`config.mk`:
```
export PLATFORM = sky130hd
export DESIGN_NAME = clock_divisor_gen
export DESIGN_NICKNAME = d
export VERILOG_FILES = /design/src/rtl/clock_divisor_gen_pkg.sv /design/src/rtl/clock_divisor_gen.sv
export SDC_FILE = /design/constraint.sdc
export NUM_CORES = 1
export LEC_CHECK = 0
export BUFFER_PORTS_ARGS = -buffer_cell sky130_fd_sc_hd__clkbuf_2
export CAP_MARGIN = 20
export CORE_ASPECT_RATIO = 0.9
export CORE_MARGIN = 2
export CORE_UTILIZATION = 40
export CTS_CLUSTER_DIAMETER = 30
export CTS_CLUSTER_SIZE = 10
export DETAILED_ROUTE_END_ITERATION = 8
export HOLD_SLACK_MARGIN = 0.06
export PLACE_DENSITY = 0.64
export SYNTH_ARGS = -nofsm -noshare
export SYNTH_HDL_FRONTEND = slang
export SYNTH_SLANG_ARGS = --single-unit
```
`constraint.sdc`:
```
create_clock -name clk_i -period 4.7 [get_ports clk_i]
set_clock_uncertainty 0.15 [all_clocks]
set_input_delay 0.235 -clock clk_i [delete_from_list [all_inputs] [get_ports clk_i]]
set_output_delay 0.235 -clock clk_i [all_outputs]
set_load 0.01 [all_outputs]
```
`src/rtl/clock_divisor_gen_pkg.sv`:
```
// Shared state encoding for the clock divisor generator.
// The state type doubles as the encoding constants CD_IDLE/CD_RUN/CD_DRAIN.
package clock_divisor_pkg;

    localparam int CD_STATE_W = 2;

    typedef enum logic [CD_STATE_W-1:0] {
        CD_IDLE  = 2'd0,
        CD_RUN   = 2'd1,
        CD_DRAIN = 2'd2
    } cd_state_e;

endpackage

```
`src/rtl/clock_divisor_gen.sv`:
```
// Programmable 50%-duty clock divider with boundary-only divisor reload and clean stop.
// Optional edge strobes are built when CLOCK_DIVISOR_TICK_EN is defined; otherwise they are tied low.
module clock_divisor_gen
    import clock_divisor_pkg::*;
#(
    parameter int             DIV_W     = 4,
    parameter logic [DIV_W-1:0] RESET_DIV = {DIV_W{1'b1}}
) (
    input  logic             clk_i,
    input  logic             rst_n,
    input  logic             clk_en,
    input  logic [DIV_W-1:0] set_clk_div,
    output logic [DIV_W-1:0] clk_div,
    output logic             clk_o,
    output logic             busy,
    output logic             rise_tick,
    output logic             fall_tick
);

    cd_state_e        state_q, state_d;
    logic [DIV_W-1:0] cnt_q, cnt_d;
    logic [DIV_W-1:0] div_q, div_d;
    logic             clk_o_q, clk_o_d;
    logic             wrap;

    always_comb begin
        state_d = state_q;
        cnt_d   = cnt_q;
        div_d   = div_q;
        clk_o_d = clk_o_q;
        wrap    = (cnt_q == div_q);

        case (state_q)
            CD_IDLE: begin
                cnt_d   = '0;
                clk_o_d = 1'b0;
                if (clk_en) begin
                    state_d = CD_RUN;
                    div_d   = set_clk_div;
                end
            end
            CD_RUN: begin
                if (!clk_en && !clk_o_q) begin
                    // Truncating a low phase cannot glitch since clk_o stays low.
                    state_d = CD_IDLE;
                    cnt_d   = '0;
                end else if (wrap) begin
                    cnt_d   = '0;
                    clk_o_d = ~clk_o_q;
                    if (clk_o_q) begin
                        if (clk_en) div_d = set_clk_div;
                        else        state_d = CD_IDLE;
                    end
                end else begin
                    cnt_d = cnt_q + 1'b1;
                    if (!clk_en) state_d = CD_DRAIN;
                end
            end
            CD_DRAIN: begin
                if (wrap) begin
                    state_d = CD_IDLE;
                    cnt_d   = '0;
                    clk_o_d = 1'b0;
                end else begin
                    cnt_d = cnt_q + 1'b1;
                end
            end
            default: begin
                state_d = CD_IDLE;
                cnt_d   = '0;
                clk_o_d = 1'b0;
            end
        endcase
    end

    always_ff @(posedge clk_i or negedge rst_n) begin
        if (!rst_n) begin
            state_q <= CD_IDLE;
            cnt_q   <= '0;
            div_q   <= RESET_DIV;
            clk_o_q <= 1'b0;
        end else begin
            state_q <= state_d;
            cnt_q   <= cnt_d;
            div_q   <= div_d;
            clk_o_q <= clk_o_d;
        end
    end

    assign clk_div = div_q;
    assign clk_o   = clk_o_q;
    assign busy    = (state_q != CD_IDLE);

`ifdef CLOCK_DIVISOR_TICK_EN
    logic rise_q, rise_d;
    logic fall_q, fall_d;

    // Strobes are registered alongside clk_o so they line up with its change.
    always_comb begin
        rise_d = clk_o_d & ~clk_o_q;
        fall_d = ~clk_o_d & clk_o_q;
    end

    always_ff @(posedge clk_i or negedge rst_n) begin
        if (!rst_n) begin
            rise_q <= 1'b0;
            fall_q <= 1'b0;
        end else begin
            rise_q <= rise_d;
            fall_q <= fall_d;
        end
    end

    assign rise_tick = rise_q;
    assign fall_tick = fall_q;
`else
    assign rise_tick = 1'b0;
    assign fall_tick = 1'b0;
`endif

endmodule

```
# Yosys cells after proc, flatten, opt, wreduce, memory -nomap -nowiden
# Index checks and enable logic that the tools add are counted.
[classes] n_addsub=1 eq_ne=11 muxes=20 bitwise_logic=1 reduce_logical=9
[op_table] cell="4-bit two-way mux" count=6
[op_table] cell="4-bit case mux with 2 select lines" count=2
[op_table] cell="2-bit two-way mux" count=7
[op_table] cell="4-bit inequality test (second input constant)" count=3
[op_table] cell="2-bit inequality test (second input constant)" count=5
[op_table] cell="2-bit case mux with 3 select lines" count=1
[op_table] cell="5-bit AND reduction" count=1
[op_table] cell="4-bit by 1-bit adder with 4-bit output (second input constant)" count=1
[op_table] cell="4-bit == test" count=1
[op_table] cell="4-bit AND reduction" count=1
[op_table] cell="2-bit nonzero test" count=2
[op_table] cell="1-bit two-way mux" count=3
[op_table] cell="3-bit AND reduction" count=1
[op_table] cell="2-bit by 1-bit == test with 1-bit output (second input constant)" count=1
[op_table] cell="2-bit == test (second input constant)" count=1
[op_table] cell="1-bit zero test" count=2
[op_table] cell="2-bit zero test" count=1
[op_table] cell="1-bit case mux with 2 select lines" count=1
[op_table] cell="1-bit logical AND" count=1
[op_table] cell="1-bit inverter" count=1
[totals] ff_bits=11 input_bits=7 output_inout_bits=8 elab_cells=46

# Logic depth before layout (Yosys ltp)
# Gate-level depths: netlist (run 1).
[logic_depth] depth_word=5 mapped_depth=6 depth_no_buf=6

# Worst setup path before layout (run 1)
# Ideal clock, no wire load.
[synth_path] kind="reg-to-reg" startpoint="register state_q[1]" endpoint="register div_q[0], in the netlist clk_div[0]" setup_ns=0.082 arrival_time_ns=1.510 required_ns=4.468 path_slack_ns=2.958 stages_incl_launch_ff=7 path_buffers=0 period_less_slack_ns=1.742 cell_sequence="dfrtp_1 inv_1 ha_1 mux2_2 nand2_1 a21o_4 mux2_4"
[synth_between] elab_chain_cells=3 word_cells_on_any_way=8 cone_classes="eq/ne (4); mux (1); reduce/logical (3)"
[synth_lines] element="start: declaration" line="clock_divisor_gen.sv:20" source="cd_state_e state_q, state_d;"
[synth_lines] element="start signal: assignment" line="clock_divisor_gen.sv:83" source="state_q <= state_d;"
[synth_lines] element="2-bit by 1-bit == test with 1-bit output or 2-bit zero test (tied branches)" line="clock_divisor_gen.sv:33" source="case (state_q)"
[synth_lines] element="2-bit inequality test (no source line) or 2-bit nonzero test (tied branches)"
[synth_lines] element="4-bit AND reduction (no source line)"
[synth_lines] element="end signal: assignment" line="clock_divisor_gen.sv:85" source="div_q <= div_d;"
[synth_lines] element="end: declaration" line="clock_divisor_gen.sv:22" source="logic [DIV_W-1:0] div_q, div_d;"
# Several ways; a longest one is shown, not always the timed one.
# A chain may end at the register's enable or synchronous reset.

# Worst setup path after layout (run 1)
[layout_path] startpoint="register state_q[1]" endpoint="register div_q[3], in the netlist clk_div[3]"
# The elaborated chain is that of the path after synthesis.

==> reports/results.ini, run 1 <==
[clocking]
clock_path_buffers=2
numClockSinks=11
ctsResizeCount=0
root_buffer=clkbuf_4
cts_buffers=3
clk_latency_ps=270
htreeDepth=1
cts_tree=built
hold_buffers=5
post_cts_buffers=0
clk_pin_slew_ps=70

[floorplanning]
initial_core_util_pct=43.33
die_x_microns=45.98
core_sq_mm=0.001464
die_area_sq_mm=0.001921
rows=13
die_h_microns=41.78
io_pins=15

[power]
cellLeakagePower_nw=0.3868
power.total_mw=0.4620
p_per_area_mw_per_mm2=593.7
vdd.ir_drop.worst_mv=0.2814

[layout]
area_growth_syn_to_layout_pct=22.68
final_common_cell=clkbuf_2
final_cell_count_no_fill=90
layout-drive-gt1-share_pct=37.33
layout_common_cells=clkbuf_2, nor2_1, dfrtp_1
final_util_pct=53.16
num_antenna_cells=0
nets=88

[yosys]
netlist_area_sq_um=634.4
synth-seq-cells=11
avgSynthCellArea_sq_um=11.53
yosysSeqAreaShare_pct=44.18
syn-instance-count=55
synth.distinct_cells=20
synth_warnings=0

[setup_path]
critPathMaxFanout=6
critPathKind=flop to flop
worstPathRequired_ps=4750
critPathArrivalTime_ps=1900
cp-start-kind=flop
setup.worst_path.end_class=flop

[global_routing]
grt_max_degree=12
track_usage_pct=13.88
grt_overflow=0
grt_pass1_vias=413
grt_pass1_wl_microns=1814
antenna_found_initial=0

[run_status]
status=complete, no violations

[timing]
worst_slack_ps=2853
hold_viol_final=0
period_minus_slack_ps=1847
tns_ps=0
fmax_mhz=541.3
maxSlewViolCount=0
setup_viol=0
period_share_pct=39.30
rsz0062_at_grt=no

[detailed_routing]
wl_microns=1052
routedWlPerCell_microns=11.69
drt-initial-drc-count=2
ant_nets=0
first_pass_iters=2
vias=431
routed_via_density=4.789
drc_errors=0

[hold_path]
min_path_type=input pin to flop

[placement]
post-place-cells=81
place_congestion=0.7054
dpl_worst_slack_ps=2876
dp_hpwl_microns=774.4
port-buffer-count=12

[job]
max_cap_viol_count=0

## cell families (layout without fill, tap and decap cells)
family | after synthesis | in the layout | share of synthesized area, %
compound gates | 5 | 5 | 5.522
xor+xnor | 6 | 6 | 8.284
fa+ha+maj | 5 | 5 | 9.862
buf+inv | 6 | 25 | 4.732
flops | 11 | 11 | 44.18
mux | 8 | 8 | 16.37
other cells | 1 | 2 | 0.5911
simple gates | 13 | 13 | 10.45
## registers in the layout, indices dropped and copies added (netlist names)
signal and count:
cnt_q 4, clk_o 1, clk_div 4, state_q 2
## critical path, cell delays in order (launching register included)
cell,delay [ps]
dfrtp_1,400
inv_1,100
ha_1,260
mux2_2,360
nand2_1,80
a21o_4,120
mux2_4,300
## report_power, final
group	internal (mW)	switching, mW
clock	0.0329	0.0311
combinational	0.121	0.106
sequential	0.140	0.0304
total	0.294	0.168
## routing by layer
layer  global-route usage [%]  routed length [microns]  vias to the layer above
li1                         -                        -                      218
met2                    20.00                      503                        9
met1                    16.13                      474                      199
met4                    6.857                       23                        0
met3                    7.826                       50                        5
met5                        0                        0                        -
## layout make-up
class,instances,area [sq um]
well taps,15,18.77
multi-input cells,39,327.8
clock buffers,4,26.28
repair buffers,17,110.1
inverters,4,15.01
fillers,135,685.7
flip-flops and latches,11,280.3
## per-stage QoR
step | cell area (sq um) | hold WS (ps)
after floorplan | 638.1 | -210.6
after detailed placement | 701.9 | -29.50
after CTS | 778.2 | 107.2
after global routing | 778.2 | 123.2
final | 778.2 | 111.4
after global placement | 701.9 | -27.61
## cells in the mapped netlist
library cell | n | area [sq um]
a21o_4 | 1 | 15.01
a21oi_1 | 2 | 10.01
buf_4 | 2 | 15.01
conb_1 | 1 | 3.750
dfrtp_1 | 7 | 175.2
dfstp_2 | 4 | 105.1
ha_1 | 5 | 62.56
inv_1 | 4 | 15.01
mux2_2 | 3 | 33.78
mux2_4 | 4 | 60.06
mux2i_1 | 1 | 10.01
nand2_1 | 1 | 3.750
nand2b_1 | 1 | 6.260
nand3_1 | 2 | 10.01
nand3b_1 | 1 | 7.510
nand4_2 | 1 | 12.51
nor2_1 | 7 | 26.28
o21ai_0 | 2 | 10.01
xnor2_1 | 5 | 43.79
xor2_1 | 1 | 8.760
## worst paths after layout
path	from	to	slack (ps)	cells after the start
min in group asynchronous	rst_n	cnt_q[3]	220	2
hold reg to reg	cnt_q[0]	cnt_q[0]	350	1
setup / recovery	state_q[1]	clk_div[3]	2850	6
max in group asynchronous	rst_n	clk_div[2]	3910	2
hold / removal	clk_en	clk_o	110	3
setup reg to reg	state_q[1]	clk_div[3]	2850	6
Note: power is estimated with default switching activity, not from simulation.
==> run 2: changes to the inputs <==
--- a/config.mk
+++ b/config.mk
@@ -14,7 +14,7 @@
 export CTS_CLUSTER_SIZE = 10
 export DETAILED_ROUTE_END_ITERATION = 8
 export HOLD_SLACK_MARGIN = 0.06
-export PLACE_DENSITY = 0.64
+export PLACE_DENSITY = 0.67
 export SYNTH_ARGS = -nofsm -noshare
 export SYNTH_HDL_FRONTEND = slang
 export SYNTH_SLANG_ARGS = --single-unit
==> constraint.sdc (replaced) <==
create_clock -name clk_i -period 1.65 [get_ports clk_i]
set_clock_uncertainty 0.15 [all_clocks]
set_input_delay 0.0825 -clock clk_i [delete_from_list [all_inputs] [get_ports clk_i]]
set_output_delay 0.0825 -clock clk_i [all_outputs]
set_load 0.01 [all_outputs]
==> run 2 against run 1 <==
Effect of this change:
- the flow now finishes with violations (setup timing)
- fmax grew 12%
- global-route usage grew 0.51 points
- cell area grew 22%
- non-clock buffer count grew 11
- via count grew 12%
- critical path depth is the same
- total power grew to 3.7 times the previous value
- highest routed layer unchanged
==> reports/results.ini, run 2 (synthesized netlist as in run 1, its figures left out) <==
[run_status]
status=finished, violations left
failed_checks=setup timing

[timing]
rsz0062_at_grt=yes
holdWs_ps=75.99  ; -35.39 ps
period_share_pct=100.3  ; +61 points
maxSlewViolCount=0  ; unchanged
hold_viol_final=0  ; unchanged
period_minus_slack_ps=1655  ; -191.8 ps
setup_viol=4  ; +4
worst_slack_ps=-5.428  ; -2858 ps
tns_ps=-17.11  ; -17.11 ps
fmax_mhz=604.1  ; +12%

[setup_path]
worstPathRequired_ps=1690  ; -3060 ps
critPathArrivalTime_ps=1700  ; -200 ps
critPathKind=flop to flop
reg2reg_slack_ps=-5  ; -2860 ps
r2r-end=clk_div[0]
ff2ff_path_depth=6  ; unchanged
setup.worst_path.end_class=flop
crit_start=state_q[1]
r2r-start=state_q[1]
critPathMaxFanout=4  ; -2
cp-start-kind=flop
setup.worst_path.end=clk_div[0]

[floorplanning]
io_pins=15  ; unchanged
initial_core_util_pct=43.33  ; unchanged
die_h_microns=41.78  ; unchanged
core_sq_mm=0.001464  ; unchanged
die_x_microns=45.98  ; unchanged
die_area_sq_mm=0.001921  ; unchanged
rows=13  ; unchanged

[placement]
post-place-cells=88  ; +8.6%
dpl_worst_slack_ps=-44.37  ; -2921 ps
dpl-instance-area_sq_um=793.3  ; +13%
dp_hpwl_microns=880  ; +14%
place_congestion=0.7375  ; +4.6%
port-buffer-count=12  ; unchanged

[clocking]
numClockSinks=11  ; unchanged
clk_latency_ps=260  ; about the same
cts_buffers=3  ; unchanged
htreeDepth=1  ; unchanged
clock_path_buffers=2  ; unchanged
cts_tree=built
root_buffer=clkbuf_4
clk_pin_slew_ps=60  ; about the same

[power]
cellLeakagePower_nw=0.4739  ; +23%
seq_power_share_pct=29.2  ; -7.7 points
p_per_area_mw_per_mm2=1810  ; +200%
pwr-share-clk_pct=10.2  ; -3.7 points
internal-power_mw=1.112  ; +280%
switching_share_pct=35.50  ; -0.78 points
comb_power_share_pct=60.5  ; +11 points
switchingPower_mw=0.6119  ; +270%
vdd.ir_drop.worst_mv=0.8127  ; +190%
power.total_mw=1.724  ; +270%

[detailed_routing]
vias=482  ; +12%
ant_nets=0  ; unchanged
drt-initial-drc-count=1  ; -1
routedWlPerCell_microns=12.20  ; +4.4%
drc_errors=0  ; unchanged
routed_via_density=4.772  ; -0.35%
wl_microns=1232  ; +17%
first_pass_iters=4  ; +2

[global_routing]
use_met3_pct=6.522  ; -1.3 points
grt-busiest-layer=met2
grt_max_degree=12  ; unchanged
grt_overflow=0  ; unchanged
grtUsageMet2_pct=24.17  ; +4.2 points
antenna_found_initial=0  ; unchanged
use_met1_pct=15.32  ; -0.81 points
grt_pass1_wl_microns=1932  ; +6.5%
grt_pass1_vias=487  ; +18%
track_usage_pct=14.40  ; +0.51 points

[layout]
final_common_cell=clkbuf_2
final_cell_count_no_fill=101  ; +12%
final_util_pct=65.04  ; +12 points
area_growth_syn_to_layout_pct=50.10
nets=99  ; +13%
num_antenna_cells=0  ; unchanged
layout_common_cells=clkbuf_2, buf_4, nor2_1, mux2_4, dfrtp_1
layout-drive-gt1-share_pct=59.30  ; +22 points
stdcell_area_sq_um=952.2  ; +22%

[job]
max_cap_viol_count=0  ; unchanged

[hold_path]
min_path_type=input pin to async pin

[run 2: cell types whose count changed in the layout (fill, tap and decap cells not counted), sizes merged]
cell         previous run  this run
buf                     0        10
dlygate4sd3             5         6
[run 2: critical path, stage by stage (launching register included)]
cell     delay (ps)
dfrtp_1         390
inv_2           110
ha_4            160
mux2_4          300
nand2_2          60
a21o_4          120
mux2_4          290
[run 2: cell type report]
| cell class | instances | area [sq um] |
|---|---|---|
| tap | 15 | 18.77 |
| clock buffer | 4 | 26.28 |
| timing repair buffer | 28 | 195.2 |
| inverter | 4 | 15.01 |
| multi-input combinational | 39 | 416.7 |
| fill | 108 | 511.7 |
| sequential | 11 | 280.3 |
[run 2: worst min path at each step]
stage	from	to	depth (start not counted)
2_1_floorplan	rst_n	clk_o	0
3_3_place_gp	rst_n	clk_o	1
3_5_place_dp	rst_n	clk_o	1
4_1_cts	rst_n	state_q[0]	2
5_1_grt	rst_n	state_q[0]	2
6_report	rst_n	clk_o	2
[run 2: layer usage]
| metal | vias to the layer above | wire length, microns |
|---|---|---|
| li1 | 241 | - |
| met1 | 228 | 547 |
| met2 | 11 | 594 |
| met3 | 2 | 74 |
| met4 | 0 | 15 |
| met5 | - | 0 |
[run 2: power by group through the flow]
stage,clock (mW),sequential [mW],combinational (mW)
2_1_floorplan,0,0.522,0.533
3_3_place_gp,0,0.505,0.812
3_5_place_dp,0,0.510,0.832
4_1_cts,0.185,0.504,0.904
5_1_grt,0.201,0.517,1.14
6_report,0.177,0.504,1.04
[run 2: timing repair]
| action | in CTS | in global routing |
|---|---|---|
| hold buffers | 6 | 0 |
| pin swaps | 0 | 4 |
| gates resized for setup | 4 | 6 |
| endpoints found under the setup margin | 5 | 7 |
| buffers inserted | 1 | 2 |
| hold endpoints to repair | 16 | 0 |
